===== src/rtl/lod_norm_pipe.sv =====
// Purpose : two-stage normalizer; stage 1 counts leading zeros, stage 2 shifts the MSB-first 1 to the top and subtracts the count from the exponent.
// Latency : 2 cycles from accepted input to out_valid_o; 1 beat/cycle throughput; holds up to 2 beats.
// Backpressure: valid/ready on both sides; in_ready_o follows out_ready_i combinationally when both stages are full.
//
// Ports:
//   clk_i, rst_ni                     clock (rising edge), async active-low reset
//   in_valid_i/in_ready_o             input handshake
//   in_data_i[N], in_exp_i[EW], in_tag_i[TW]   magnitude, signed exponent, sideband tag
//   out_valid_o/out_ready_i           output handshake
//   out_mant_o, out_exp_o, out_lzc_o, out_zero_o, out_tag_o, out_uflow_o   normalized result
//
// Optional build macro LOD_NORM_SAT_EN: clamps an underflowing exponent to -2^(EW-1) and
// raises out_uflow_o. Without it the exponent wraps modulo 2^EW and out_uflow_o stays 0.
module lod_norm_pipe #(
  parameter int N  = 64,
  parameter int EW = 12,
  parameter int TW = 4,
  parameter int S  = $clog2(N)
) (
  input  logic          clk_i,
  input  logic          rst_ni,
  input  logic          in_valid_i,
  output logic          in_ready_o,
  input  logic [N-1:0]  in_data_i,
  input  logic [EW-1:0] in_exp_i,
  input  logic [TW-1:0] in_tag_i,
  output logic          out_valid_o,
  input  logic          out_ready_i,
  output logic [N-1:0]  out_mant_o,
  output logic [EW-1:0] out_exp_o,
  output logic [S-1:0]  out_lzc_o,
  output logic          out_zero_o,
  output logic [TW-1:0] out_tag_o,
  output logic          out_uflow_o
);

  logic v1, v2;
  logic adv1, adv2;

  logic [N-1:0]  s1_data;
  logic [EW-1:0] s1_exp;
  logic [TW-1:0] s1_tag;
  logic [S-1:0]  s1_lzc;
  logic          s1_zero;

  logic [S-1:0]  lzc_c;
  logic          zero_c;
  logic          found;

  logic [N-1:0]  mant_c;
  logic [EW-1:0] exp_c;
  logic          uflow_c;

  // A stage may load when it is empty or its contents move on this cycle.
  assign adv2        = ~v2 | out_ready_i;
  assign adv1        = ~v1 | adv2;
  assign in_ready_o  = adv1;
  assign out_valid_o = v2;

  // Leading-zero count: first 1 found scanning down from the MSB wins.
  // An all-zero input leaves the count at 0.
  assign zero_c = ~|in_data_i;
  always_comb begin
    lzc_c = '0;
    found = 1'b0;
    for (int i = N - 1; i >= 0; i--) begin
      if (!found && in_data_i[i]) begin
        lzc_c = S'(N - 1 - i);
        found = 1'b1;
      end
    end
  end

  // Stage 2 arithmetic. The count is non-negative, so the only way out of
  // range is downward.
  assign mant_c = s1_data << s1_lzc;

`ifdef LOD_NORM_SAT_EN
  localparam logic [EW:0] EXP_MIN = {2'b11, {(EW-1){1'b0}}};
  logic [EW:0] exp_diff;
  always_comb begin
    exp_diff = {s1_exp[EW-1], s1_exp} - (EW+1)'(s1_lzc);
    uflow_c  = ($signed(exp_diff) < $signed(EXP_MIN));
    exp_c    = uflow_c ? EXP_MIN[EW-1:0] : exp_diff[EW-1:0];
  end
`else
  // Low EW bits of the wider difference are the same as an EW-bit subtract.
  always_comb begin
    exp_c   = s1_exp - EW'(s1_lzc);
    uflow_c = 1'b0;
  end
`endif

  always_ff @(posedge clk_i or negedge rst_ni) begin
    if (!rst_ni) begin
      v1      <= 1'b0;
      s1_data <= '0;
      s1_exp  <= '0;
      s1_tag  <= '0;
      s1_lzc  <= '0;
      s1_zero <= 1'b0;
    end else if (adv1) begin
      v1 <= in_valid_i;
      if (in_valid_i) begin
        s1_data <= in_data_i;
        s1_exp  <= in_exp_i;
        s1_tag  <= in_tag_i;
        s1_lzc  <= lzc_c;
        s1_zero <= zero_c;
      end
    end
  end

  always_ff @(posedge clk_i or negedge rst_ni) begin
    if (!rst_ni) begin
      v2          <= 1'b0;
      out_mant_o  <= '0;
      out_exp_o   <= '0;
      out_lzc_o   <= '0;
      out_zero_o  <= 1'b0;
      out_tag_o   <= '0;
      out_uflow_o <= 1'b0;
    end else if (adv2) begin
      v2 <= v1;
      if (v1) begin
        out_mant_o  <= mant_c;
        out_exp_o   <= exp_c;
        out_lzc_o   <= s1_lzc;
        out_zero_o  <= s1_zero;
        out_tag_o   <= s1_tag;
        out_uflow_o <= uflow_c;
      end
    end
  end

endmodule


===== config.mk =====
export PLATFORM = sky130hd
export DESIGN_NAME = lod_norm_pipe
export DESIGN_NICKNAME = d
export VERILOG_FILES = /design/src/rtl/lod_norm_pipe.sv
export SDC_FILE = /design/constraint.sdc
export NUM_CORES = 1
export LEC_CHECK = 0
export CORE_ASPECT_RATIO = 0.5
export CORE_UTILIZATION = 55
export DETAILED_ROUTE_END_ITERATION = 10
export PLACE_DENSITY = 0.87
export REMOVE_ABC_BUFFERS = 1
export SLEW_MARGIN = 20
export SYNTH_ARGS = -nofsm -noshare
export SYNTH_HDL_FRONTEND = slang
export SYNTH_SLANG_ARGS = --single-unit

===== constraint.sdc =====
create_clock -name clk_i -period 3.9 [get_ports clk_i]
set_clock_uncertainty 0.2 [all_clocks]
set_input_delay 0.975 -clock clk_i [delete_from_list [all_inputs] [get_ports clk_i]]
set_output_delay 0.975 -clock clk_i [all_outputs]
set_load 0.1 [all_outputs]

==> impl_results.html, run 1 <==
<table>
<tr><th>Metric</th><th>Value</th></tr>
<tr><th colspan="2">STA</th></tr>
<tr><td>Time the worst path needs with I/O delays and setup</td><td>about 3.4 ns</td></tr>
<tr><td>Hold Violations, Final</td><td>0</td></tr>
<tr><td>Worst-case hold slack</td><td>0.2742 ns</td></tr>
<tr><td>Worst rel slew slack</td><td>34.92%</td></tr>
<tr><td>Max-slew violation total from the final report</td><td>0</td></tr>
<tr><td>Unrepaired setup endpoints after global routing</td><td>false</td></tr>
<tr><td>Actual transition at the worst max-transition pin</td><td>about 0.97 ns</td></tr>
<tr><td>Share of the cycle needed by the critical path after routing</td><td>86.03%</td></tr>
<tr><td>Setup_tns</td><td>0 ns</td></tr>
<tr><td>Highest attainable clock frequency</td><td>slightly below 300 MHz</td></tr>
<tr><td>Number of endpoints failing setup at the final stage</td><td>0</td></tr>
<tr><th colspan="2">Logic synthesis</th></tr>
<tr><td>Cell count after synthesis</td><td>1235</td></tr>
<tr><td>FF+latch count, synth</td><td>176</td></tr>
<tr><td>Synth area leader</td><td>sky130_fd_sc_hd__dfrtp_1</td></tr>
<tr><td>Synth Flop Type</td><td>sky130_fd_sc_hd__dfrtp_1</td></tr>
<tr><td>Synth top area cells</td><td>sky130_fd_sc_hd__dfrtp_1, sky130_fd_sc_hd__nand2_1, sky130_fd_sc_hd__mux2i_1</td></tr>
<tr><td>Count of flip-flops with a built-in enable after synthesis</td><td>0</td></tr>
<tr><td>Mean cell area of the mapped netlist</td><td>8.806 um2</td></tr>
<tr><td>Distinct cell type count of the synthesized netlist</td><td>between 70 and 80</td></tr>
<tr><td>Share of the synthesized area in the top cell type</td><td>40.50%</td></tr>
<tr><td>Cell area after technology mapping</td><td>~11000 um2</td></tr>
<tr><td>Share of async-settable or async-resettable flops after synthesis</td><td>100.0%</td></tr>
<tr><td>Part of the Yosys area used for sequential elements</td><td>between 40% and 50%</td></tr>
<tr><td>Yosys warns</td><td>0</td></tr>
<tr><th colspan="2">Placement</th></tr>
<tr><td>Sum of net half-perimeters after detailed placement</td><td>27520 um</td></tr>
<tr><td>IO Port Bufs</td><td>about 170</td></tr>
<tr><td>RePlAce Congestion</td><td>1.028</td></tr>
<tr><th colspan="2">Clocking</th></tr>
<tr><td>Number of setup buffers added after CTS</td><td>0</td></tr>
<tr><td>Maximum buffer depth of the clock tree</td><td>2</td></tr>
<tr><td>Number of hold buffers added after cts</td><td>0</td></tr>
<tr><td>H-tree depth</td><td>4</td></tr>
<tr><td>Reg clk slew, reported paths</td><td>0.08 ns</td></tr>
<tr><td>Total CTS buffers</td><td>17</td></tr>
<tr><td>Cell chosen for the clock root</td><td>sky130_fd_sc_hd__clkbuf_16</td></tr>
<tr><td>Number of clock sinks</td><td>176</td></tr>
<tr><td>Clock latency on the worst-skew pair</td><td>0.44 ns</td></tr>
<tr><td>Clock tree from TritonCTS</td><td>done</td></tr>
<tr><td>Post-cts sizing count</td><td>0</td></tr>
<tr><th colspan="2">Final layout</th></tr>
<tr><td>Count of inserted antenna diode cells</td><td>0</td></tr>
<tr><td>Synthesis-to-layout area growth</td><td>22.78%</td></tr>
<tr><td>Final layout net count</td><td>1479</td></tr>
<tr><td>Share of final-layout standard cells stronger than drive strength 1</td><td>15.56%</td></tr>
<tr><th colspan="2">Setup path</th></tr>
<tr><td>Delay of the slowest critical-path stage</td><td>between 1 and 1.5 ns</td></tr>
<tr><td>Cell depth of the worst flop-to-flop path</td><td>7</td></tr>
<tr><td>Worst R2R End</td><td>out_mant_o[51]</td></tr>
<tr><td>CP Cell Sequence</td><td>buf_4 -&gt; mux2i_1 -&gt; o2bb2ai_1 -&gt; a221oi_1 -&gt; mux2i_1 -&gt; o21ai_0 -&gt; a221o_1</td></tr>
<tr><td>Endpoint type of the worst setup path</td><td>register</td></tr>
<tr><td>Most frequent cell on the critical path</td><td>sky130_fd_sc_hd__mux2i_1</td></tr>
<tr><td>Maximum fanout along the worst path</td><td>58</td></tr>
<tr><td>Launch point of the worst reg-to-reg path</td><td>s1_lzc[0]</td></tr>
<tr><td>Worst-path cell with the longest stage delay</td><td>sky130_fd_sc_hd__dfrtp_4</td></tr>
<tr><td>Arrival time of data at the critical path endpoint</td><td>3.52 ns</td></tr>
<tr><td>Data required time at the worst endpoint</td><td>4.07 ns</td></tr>
<tr><td>Setup slack on the worst flop-to-flop path</td><td>approximately 0.54 ns</td></tr>
<tr><td>Startpoint type of the worst setup path</td><td>register</td></tr>
<tr><td>Crit path kind</td><td>reg2reg</td></tr>
<tr><th colspan="2">Die</th></tr>
<tr><td>Die footprint</td><td>20370 um2</td></tr>
<tr><td>Io pins</td><td>174</td></tr>
<tr><td>Horiz. Die Dim</td><td>200.9 um</td></tr>
<tr><td>Initial core utilization</td><td>around 58%</td></tr>
<tr><td>Core Area</td><td>between 15000 and 20000 um2</td></tr>
<tr><td>Die outline height</td><td>101.4 um</td></tr>
<tr><td>Site Rows</td><td>35</td></tr>
<tr><th colspan="2">Detailed routing</th></tr>
<tr><td>Violation count after the first detailed-routing iteration</td><td>between 1000 and 1500</td></tr>
<tr><td>Wire length per cell</td><td>22.03 um</td></tr>
<tr><td>Routed vias/inst</td><td>between 6 and 7</td></tr>
<tr><td>TritonRoute pass-1 iters</td><td>6</td></tr>
<tr><td>Remaining routing DRC violations</td><td>0</td></tr>
<tr><td>Vias post-DR</td><td>~11000</td></tr>
<tr><td>Total detailed-routing wirelength</td><td>~37000 um</td></tr>
<tr><td>Number of nets with antenna violations after routing</td><td>0</td></tr>
<tr><th colspan="2">Pwr</th></tr>
<tr><td>Worst-case vdd ir drop</td><td>0.0003534 V</td></tr>
<tr><td>Fraction of power spent switching nets</td><td>51.77%</td></tr>
<tr><td>Lkg Pwr</td><td>between 6 and 7 nW</td></tr>
<tr><td>Share of total power in the clock network</td><td>around a fifth</td></tr>
<tr><td>Int Power</td><td>around 0.0044 W</td></tr>
<tr><td>Pwr dens</td><td>682.0 nW/um2</td></tr>
<tr><td>Relative contribution of sequential cells to total power</td><td>28.3%</td></tr>
<tr><td>Power spent charging and discharging nets</td><td>0.004714 W</td></tr>
<tr><td>Comb power frac</td><td>52.9%</td></tr>
<tr><th colspan="2">Run status</th></tr>
<tr><td>Result of the run</td><td>finished, final reports clean</td></tr>
<tr><th colspan="2">Worst hold path</th></tr>
<tr><td>Worst min-delay path startpoint</td><td>s1_tag[2]</td></tr>
<tr><td>Capture endpoint of the worst hold path</td><td>out_tag_o[2]</td></tr>
<tr><td>Min-delay worst type</td><td>reg2reg</td></tr>
<tr><td>Hold Path Cell Cnt</td><td>2</td></tr>
<tr><th colspan="2">Global routing</th></tr>
<tr><td>Vias in the first global route</td><td>9821</td></tr>
<tr><td>GRT Util Overall</td><td>36.07%</td></tr>
<tr><td>Number of antenna violations at the first check in global routing</td><td>0</td></tr>
<tr><td>Pin count of the biggest net entering global routing</td><td>80</td></tr>
<tr><td>Remaining Overflow, GRT</td><td>0</td></tr>
<tr><td>Global-route wire length before repair</td><td>56330 um</td></tr>
<tr><th colspan="2">Job</th></tr>
<tr><td>Total of max-cap violations</td><td>0</td></tr>
</table>
==> cells in the final DEF, fill, tap and decap left out, drive strengths merged, types with 6 or more instances in the layout <==
master and count:
nand2b 8, a221o 8, o22ai 40, nor4 16, nor2 80, mux4 10
a22oi 13, nor2b 11, o21ai 91, clkbuf 18, a221oi 43, clkdlybuf4s50 95
ha 6, dfrtp 176, a22o 40, and2 6, a211oi 9, inv 30
nand2 325, a21oi 24, mux2i 94, buf 119, mux2 25, nor3 19
nand3 11
==> synthesized netlist by cell type (4+ instances only) <==
library cell and count:
sky130_fd_sc_hd__dfrtp_1 176, sky130_fd_sc_hd__nand2_1 325, sky130_fd_sc_hd__a31oi_1 4, sky130_fd_sc_hd__clkbuf_1 48, sky130_fd_sc_hd__xnor2_1 4, sky130_fd_sc_hd__nand3_1 10
sky130_fd_sc_hd__buf_1 11, sky130_fd_sc_hd__a22oi_1 13, sky130_fd_sc_hd__nor4_2 6, sky130_fd_sc_hd__nand2b_1 8, sky130_fd_sc_hd__a221o_1 8, sky130_fd_sc_hd__a2bb2o_1 4
sky130_fd_sc_hd__o21ai_0 79, sky130_fd_sc_hd__o22ai_1 40, sky130_fd_sc_hd__buf_4 5, sky130_fd_sc_hd__and2_1 5, sky130_fd_sc_hd__o211ai_1 5, sky130_fd_sc_hd__a211oi_1 8
sky130_fd_sc_hd__mux4_2 10, sky130_fd_sc_hd__nor4_1 9, sky130_fd_sc_hd__o21bai_1 4, sky130_fd_sc_hd__buf_2 11, sky130_fd_sc_hd__xor2_1 5, sky130_fd_sc_hd__o31ai_1 5
sky130_fd_sc_hd__mux2_2 24, sky130_fd_sc_hd__a221oi_2 6, sky130_fd_sc_hd__a22o_1 40, sky130_fd_sc_hd__o21ai_1 12, sky130_fd_sc_hd__inv_2 4, sky130_fd_sc_hd__ha_1 6
sky130_fd_sc_hd__nor3_1 18, sky130_fd_sc_hd__a221oi_1 37, sky130_fd_sc_hd__nor2_1 79, sky130_fd_sc_hd__mux2i_1 94, sky130_fd_sc_hd__inv_1 16, sky130_fd_sc_hd__a21oi_1 24
sky130_fd_sc_hd__nor2b_1 11, sky130_fd_sc_hd__buf_6 4
==> power groups by stage <==
stage,combinational (W),clock (W),sequential [W]
after floorplan,0.00142,0,0.00455
after global placement,0.00466,0,0.00257
after detailed placement,0.00472,0,0.00259
after CTS,0.00474,0.00172,0.00257
after global routing,0.00499,0.00179,0.00262
final,0.00481,0.00172,0.00258
==> metal layers <==
layer  GRT usage [%]  wire length [um]
met4           8.925               706
met1           52.82             16220
met5               0                 0
met2           53.82             15490
met3           8.784              4165
==> flip-flops by register name, summed over array words and instances, names as in the netlist <==
signal / cells
out_tag_o: 4
s1_zero: 1
out_zero_o: 1
out_mant_o: 64
out_exp_o: 12
s1_tag: 4
s1_data: 64
v1: 1
s1_exp: 12
out_valid_o: 1
out_lzc_o: 6
s1_lzc: 6
==> cell type report <==
| class | count | area, um2 |
|---|---|---|
| inverters | 20 | 75.07 |
| clock inverters | 14 | 142.6 |
| repair buffers | 214 | 1923 |
| well taps | 259 | 324.1 |
| multi-input cells | 959 | 6041 |
| fillers | 1425 | 5522 |
| flip-flops and latches | 176 | 4408 |
| clock buffers | 18 | 439.2 |
==> logic make-up (layout without fill, tap and decap cells) <==
| kind of cell | after synthesis | after routing | synth area share (%) |
|---|---|---|---|
| simple gates | 493 | 493 | 19.50 |
| compound gates | 320 | 320 | 20.93 |
| other cells | 1 | 1 | 0.03448 |
| mux | 129 | 129 | 13.31 |
| xor+xnor | 9 | 9 | 0.7248 |
| buf+inv | 100 | 266 | 4.130 |
| fa+ha+maj | 7 | 7 | 0.8744 |
| flops | 176 | 176 | 40.50 |
==> worst max-delay path: cells and delay by family, from the launching register on <==
kind / cells / cell delay, ns
AOI/OAI and AO/OA: 4 / 1.25
DFF: 1 / 1.01
muxes: 2 / 0.49
buffers and inverters: 1 / 0.32
==> per-stage QoR <==
step                power [W]  setup slack [ns]  area (um2)  instances  utilization (%)
finish               0.009107            0.5447       13350       1660            70.75
global route         0.009396            0.4149       13350       1660            70.75
CTS                  0.009031            0.6454       13350       1660            70.75
detailed placement   0.007314            0.2106       12770       1628            67.66
global placement     0.007229            0.2686       12770       1628            67.66
floorplan            0.005967           -0.6726       10500       1155                -
==> worst max-delay path by stage <==
stage / start / slack [ns] / to / depth (start not counted)
6_report: s1_lzc[0] / 0.54 / out_mant_o[51] / 7
5_1_grt: in_data_i[63] / 0.41 / s1_lzc[2] / 8
4_1_cts: in_data_i[47] / 0.65 / s1_lzc[2] / 8
3_5_place_dp: in_data_i[47] / 0.21 / s1_lzc[2] / 8
3_3_place_gp: in_data_i[63] / 0.27 / s1_lzc[3] / 8
2_1_floorplan: out_valid_o / -0.67 / s1_lzc[0] / 5
(Power assumes the default switching activity.)
==> inputs of run 2 (changes only) <==
--- a/config.mk
+++ b/config.mk
@@ -8,8 +8,10 @@
 export CORE_ASPECT_RATIO = 0.5
 export CORE_UTILIZATION = 55
 export DETAILED_ROUTE_END_ITERATION = 10
-export PLACE_DENSITY = 0.87
+export HOLD_SLACK_MARGIN = 0.08
+export PLACE_DENSITY_LB_ADDON = 0.05
 export REMOVE_ABC_BUFFERS = 1
+export SKIP_CTS_REPAIR_TIMING = 1
 export SLEW_MARGIN = 20
 export SYNTH_ARGS = -nofsm -noshare
 export SYNTH_HDL_FRONTEND = slang
==> run 2 against run 1 <==
  * Critical path depth fell by 1
  * Final area fell by 0.45%
  * Setup slack worse by 0.056 ns
  * Non-clock buffer count is 8 lower
  * Register-to-register slack got worse by 0.06 ns
  * Maximum frequency down 1.6%
  * Sequential share of layout area up 0.15 points
  * Critical path type unchanged
  * Critical endpoint is now out_mant_o[59]
  * Highest routed layer unchanged
==> impl_results.html, run 2 (synthesis gave the netlist of run 1 again) <==
<table>
<tr><th>Metric</th><th>Value</th></tr>
<tr><th colspan="2">Run status</th></tr>
<tr><td>Result of the run</td><td>finished, final reports clean</td></tr>
<tr><th colspan="2">Detailed routing</th></tr>
<tr><td>Violation count after the first detailed-routing iteration</td><td>1346 (-9.0%)</td></tr>
<tr><td>Total detailed-routing wirelength</td><td>36170 um (-1.1%)</td></tr>
<tr><td>Number of nets with antenna violations after routing</td><td>0 (unchanged)</td></tr>
<tr><td>Vias post-DR</td><td>10460 (-1.9%)</td></tr>
<tr><td>Wire length per cell</td><td>21.90 um (-0.63%)</td></tr>
<tr><td>Routed vias/inst</td><td>6.333 (-1.4%)</td></tr>
<tr><td>Remaining routing DRC violations</td><td>0 (unchanged)</td></tr>
<tr><td>TritonRoute pass-1 iters</td><td>6 (unchanged)</td></tr>
<tr><th colspan="2">STA</th></tr>
<tr><td>Time the worst path needs with I/O delays and setup</td><td>3.411 ns (+0.05563 ns)</td></tr>
<tr><td>Actual transition at the worst max-transition pin</td><td>0.9638 ns (-0.009390 ns)</td></tr>
<tr><td>Max-slew violation total from the final report</td><td>0 (unchanged)</td></tr>
<tr><td>Worst rel slew slack</td><td>35.55% (+0.63 points)</td></tr>
<tr><td>Number of endpoints failing setup at the final stage</td><td>0 (unchanged)</td></tr>
<tr><td>Share of the cycle needed by the critical path after routing</td><td>87.46% (+1.4 points)</td></tr>
<tr><td>Highest attainable clock frequency</td><td>293.2 MHz (-1.6%)</td></tr>
<tr><td>Unrepaired setup endpoints after global routing</td><td>false</td></tr>
<tr><td>Hold Violations, Final</td><td>0 (unchanged)</td></tr>
<tr><td>Worst-case hold slack</td><td>0.2730 ns (-0.001225 ns)</td></tr>
<tr><th colspan="2">Final layout</th></tr>
<tr><td>Non-Filler Instances</td><td>1652 (-0.48%)</td></tr>
<tr><td>Most common cell after layout, fill and taps aside</td><td>sky130_fd_sc_hd__nand2_1</td></tr>
<tr><td>Sequential cell area</td><td>4408 um2 (unchanged)</td></tr>
<tr><td>Share of final-layout standard cells stronger than drive strength 1</td><td>15.15% (-0.41 points)</td></tr>
<tr><td>Most frequent cells in the layout</td><td>sky130_fd_sc_hd__nand2_1, sky130_fd_sc_hd__dfrtp_1, sky130_fd_sc_hd__buf_4, sky130_fd_sc_hd__mux2i_1, sky130_fd_sc_hd__clkdlybuf4s50_1</td></tr>
<tr><td>Count of inserted antenna diode cells</td><td>0 (unchanged)</td></tr>
<tr><td>Final layout net count</td><td>1471 (-0.54%)</td></tr>
<tr><td>Multi-input logic area</td><td>6041 um2 (unchanged)</td></tr>
<tr><td>Regs by FF count</td><td>out_mant_o: 64 flops, s1_data: 64 flops</td></tr>
<tr><td>Synthesis-to-layout area growth</td><td>22.23%</td></tr>
<tr><td>Fillers</td><td>1473 (+3.4%)</td></tr>
<tr><th colspan="2">Worst hold path</th></tr>
<tr><td>Hold Path Cell Cnt</td><td>2 (unchanged)</td></tr>
<tr><td>Min-delay worst type</td><td>reg2reg</td></tr>
<tr><td>Worst min-delay path startpoint</td><td>s1_tag[2]</td></tr>
<tr><td>Capture endpoint of the worst hold path</td><td>out_tag_o[2]</td></tr>
<tr><th colspan="2">Clocking</th></tr>
<tr><td>Clock tree from TritonCTS</td><td>done</td></tr>
<tr><td>Total CTS buffers</td><td>17 (unchanged)</td></tr>
<tr><td>Reg clk slew, reported paths</td><td>0.08 ns (about the same)</td></tr>
<tr><td>Number of clock sinks</td><td>176 (unchanged)</td></tr>
<tr><td>H-tree depth</td><td>4 (unchanged)</td></tr>
<tr><td>Clock latency on the worst-skew pair</td><td>0.45 ns (about the same)</td></tr>
<tr><td>Cell chosen for the clock root</td><td>sky130_fd_sc_hd__clkbuf_16</td></tr>
<tr><td>Maximum buffer depth of the clock tree</td><td>2 (unchanged)</td></tr>
<tr><th colspan="2">Setup path</th></tr>
<tr><td>Arrival time of data at the critical path endpoint</td><td>3.60 ns (+0.08 ns)</td></tr>
<tr><td>Critical Path Start</td><td>s1_lzc[1]</td></tr>
<tr><td>Maximum fanout along the worst path</td><td>21 (-64%)</td></tr>
<tr><td>Cell depth of the worst flop-to-flop path</td><td>6 (-1)</td></tr>
<tr><td>Delay of the slowest critical-path stage</td><td>0.95 ns (-0.06 ns)</td></tr>
<tr><td>Setup slack on the worst flop-to-flop path</td><td>0.49 ns (-0.06 ns)</td></tr>
<tr><td>Endpoint type of the worst setup path</td><td>register</td></tr>
<tr><td>Startpoint type of the worst setup path</td><td>register</td></tr>
<tr><td>Launch point of the worst reg-to-reg path</td><td>s1_lzc[1]</td></tr>
<tr><td>Worst R2R End</td><td>out_mant_o[59]</td></tr>
<tr><td>Data required time at the worst endpoint</td><td>4.09 ns (+0.02 ns)</td></tr>
<tr><td>Worst-path cell with the longest stage delay</td><td>sky130_fd_sc_hd__dfrtp_1</td></tr>
<tr><td>CP Cell Sequence</td><td>nand2b_1 -&gt; nor2_1 -&gt; a211oi_1 -&gt; mux2i_1 -&gt; a2111oi_0 -&gt; a22o_1</td></tr>
<tr><td>Crit path kind</td><td>reg2reg</td></tr>
<tr><th colspan="2">Placement</th></tr>
<tr><td>IO Port Bufs</td><td>172 (unchanged)</td></tr>
<tr><td>Sum of net half-perimeters after detailed placement</td><td>27360 um (-0.58%)</td></tr>
<tr><td>RePlAce Congestion</td><td>0.9757 (-5.1%)</td></tr>
<tr><td>Count of placed standard cells including taps</td><td>1620 (-0.49%)</td></tr>
<tr><th colspan="2">Global routing</th></tr>
<tr><td>GRT Util Overall</td><td>36.00% (-0.063 points)</td></tr>
<tr><td>Number of antenna violations at the first check in global routing</td><td>0 (unchanged)</td></tr>
<tr><td>Vias in the first global route</td><td>9655 (-1.7%)</td></tr>
<tr><td>Remaining Overflow, GRT</td><td>0 (unchanged)</td></tr>
<tr><td>Global-route wire length before repair</td><td>55460 um (-1.5%)</td></tr>
<tr><td>Pin count of the biggest net entering global routing</td><td>76 (-5.0%)</td></tr>
<tr><th colspan="2">Pwr</th></tr>
<tr><td>Lkg Pwr</td><td>6.022 nW (-0.50%)</td></tr>
<tr><td>Worst-case vdd ir drop</td><td>0.0004031 V (+14%)</td></tr>
<tr><td>Pwr dens</td><td>677.8 nW/um2 (-0.62%)</td></tr>
<tr><th colspan="2">Die</th></tr>
<tr><td>Core Area</td><td>18870 um2 (unchanged)</td></tr>
<tr><td>Die outline height</td><td>101.4 um (unchanged)</td></tr>
<tr><td>Horiz. Die Dim</td><td>200.9 um (unchanged)</td></tr>
<tr><td>Site Rows</td><td>35 (unchanged)</td></tr>
<tr><td>Io pins</td><td>174 (unchanged)</td></tr>
<tr><td>Die footprint</td><td>20370 um2 (unchanged)</td></tr>
<tr><td>Initial core utilization</td><td>57.62% (unchanged)</td></tr>
<tr><th colspan="2">Job</th></tr>
<tr><td>Total of max-cap violations</td><td>0 (unchanged)</td></tr>
</table>
[run 2: critical path: cells and delay by family (launching register included)]
family | cells | cell delay (ns)
simple gates | 2 | 0.66
compound gates | 3 | 1.33
flops | 1 | 0.95
mux | 1 | 0.20
[run 2: final cells by class]
cell class	instances	share of cell area, %
flip-flops and latches	176	33.16
repair buffers	206	14.18
clock buffers	17	3.200
multi-input cells	959	45.44
well taps	259	2.438
inverters	20	0.5648
clock inverters	15	1.007
[run 2: worst max path at each step]
stage | endpoint | slack, ns | cells past startpoint
2_1_floorplan | s1_lzc[0] | -0.67 | 5
3_3_place_gp | s1_lzc[3] | 0.24 | 8
3_5_place_dp | s1_lzc[3] | 0.27 | 8
4_1_cts | out_mant_o[59] | 0.68 | 7
5_1_grt | out_mant_o[63] | 0.39 | 7
6_report | out_mant_o[59] | 0.49 | 6
[run 2: power by group]
part           total, W  internal, W  switching [W]  leakage, nW
Clock           0.00166     0.000846       0.000810        0.281
Combinational   0.00480      0.00125        0.00354         3.57
Sequential      0.00256      0.00222       0.000340         2.17
Total           0.00901      0.00432        0.00469         6.02
[run 2: through the flow]
stage	utilization, %	setup WS [ns]	setup TNS [ns]	power, W	area [um2]
6_report	70.43	0.4891	0	0.009010	13290
5_1_grt	70.43	0.3891	0	0.009315	13290
4_1_cts	70.43	0.6841	0	0.008951	13290
3_5_place_dp	67.46	0.2673	0	0.007297	12730
3_3_place_gp	67.46	0.2383	0	0.007232	12730
2_1_floorplan	-	-0.6726	-44.45	0.005967	10500
[run 2: per-layer routing]
layer	GRT usage (%)	up-vias	part of all wire, %
met3	11.29	36	11
met2	50.28	567	41
li1	-	4787	-
met1	53.90	5072	47
met4	8.691	0	1.6
met5	0	-	0
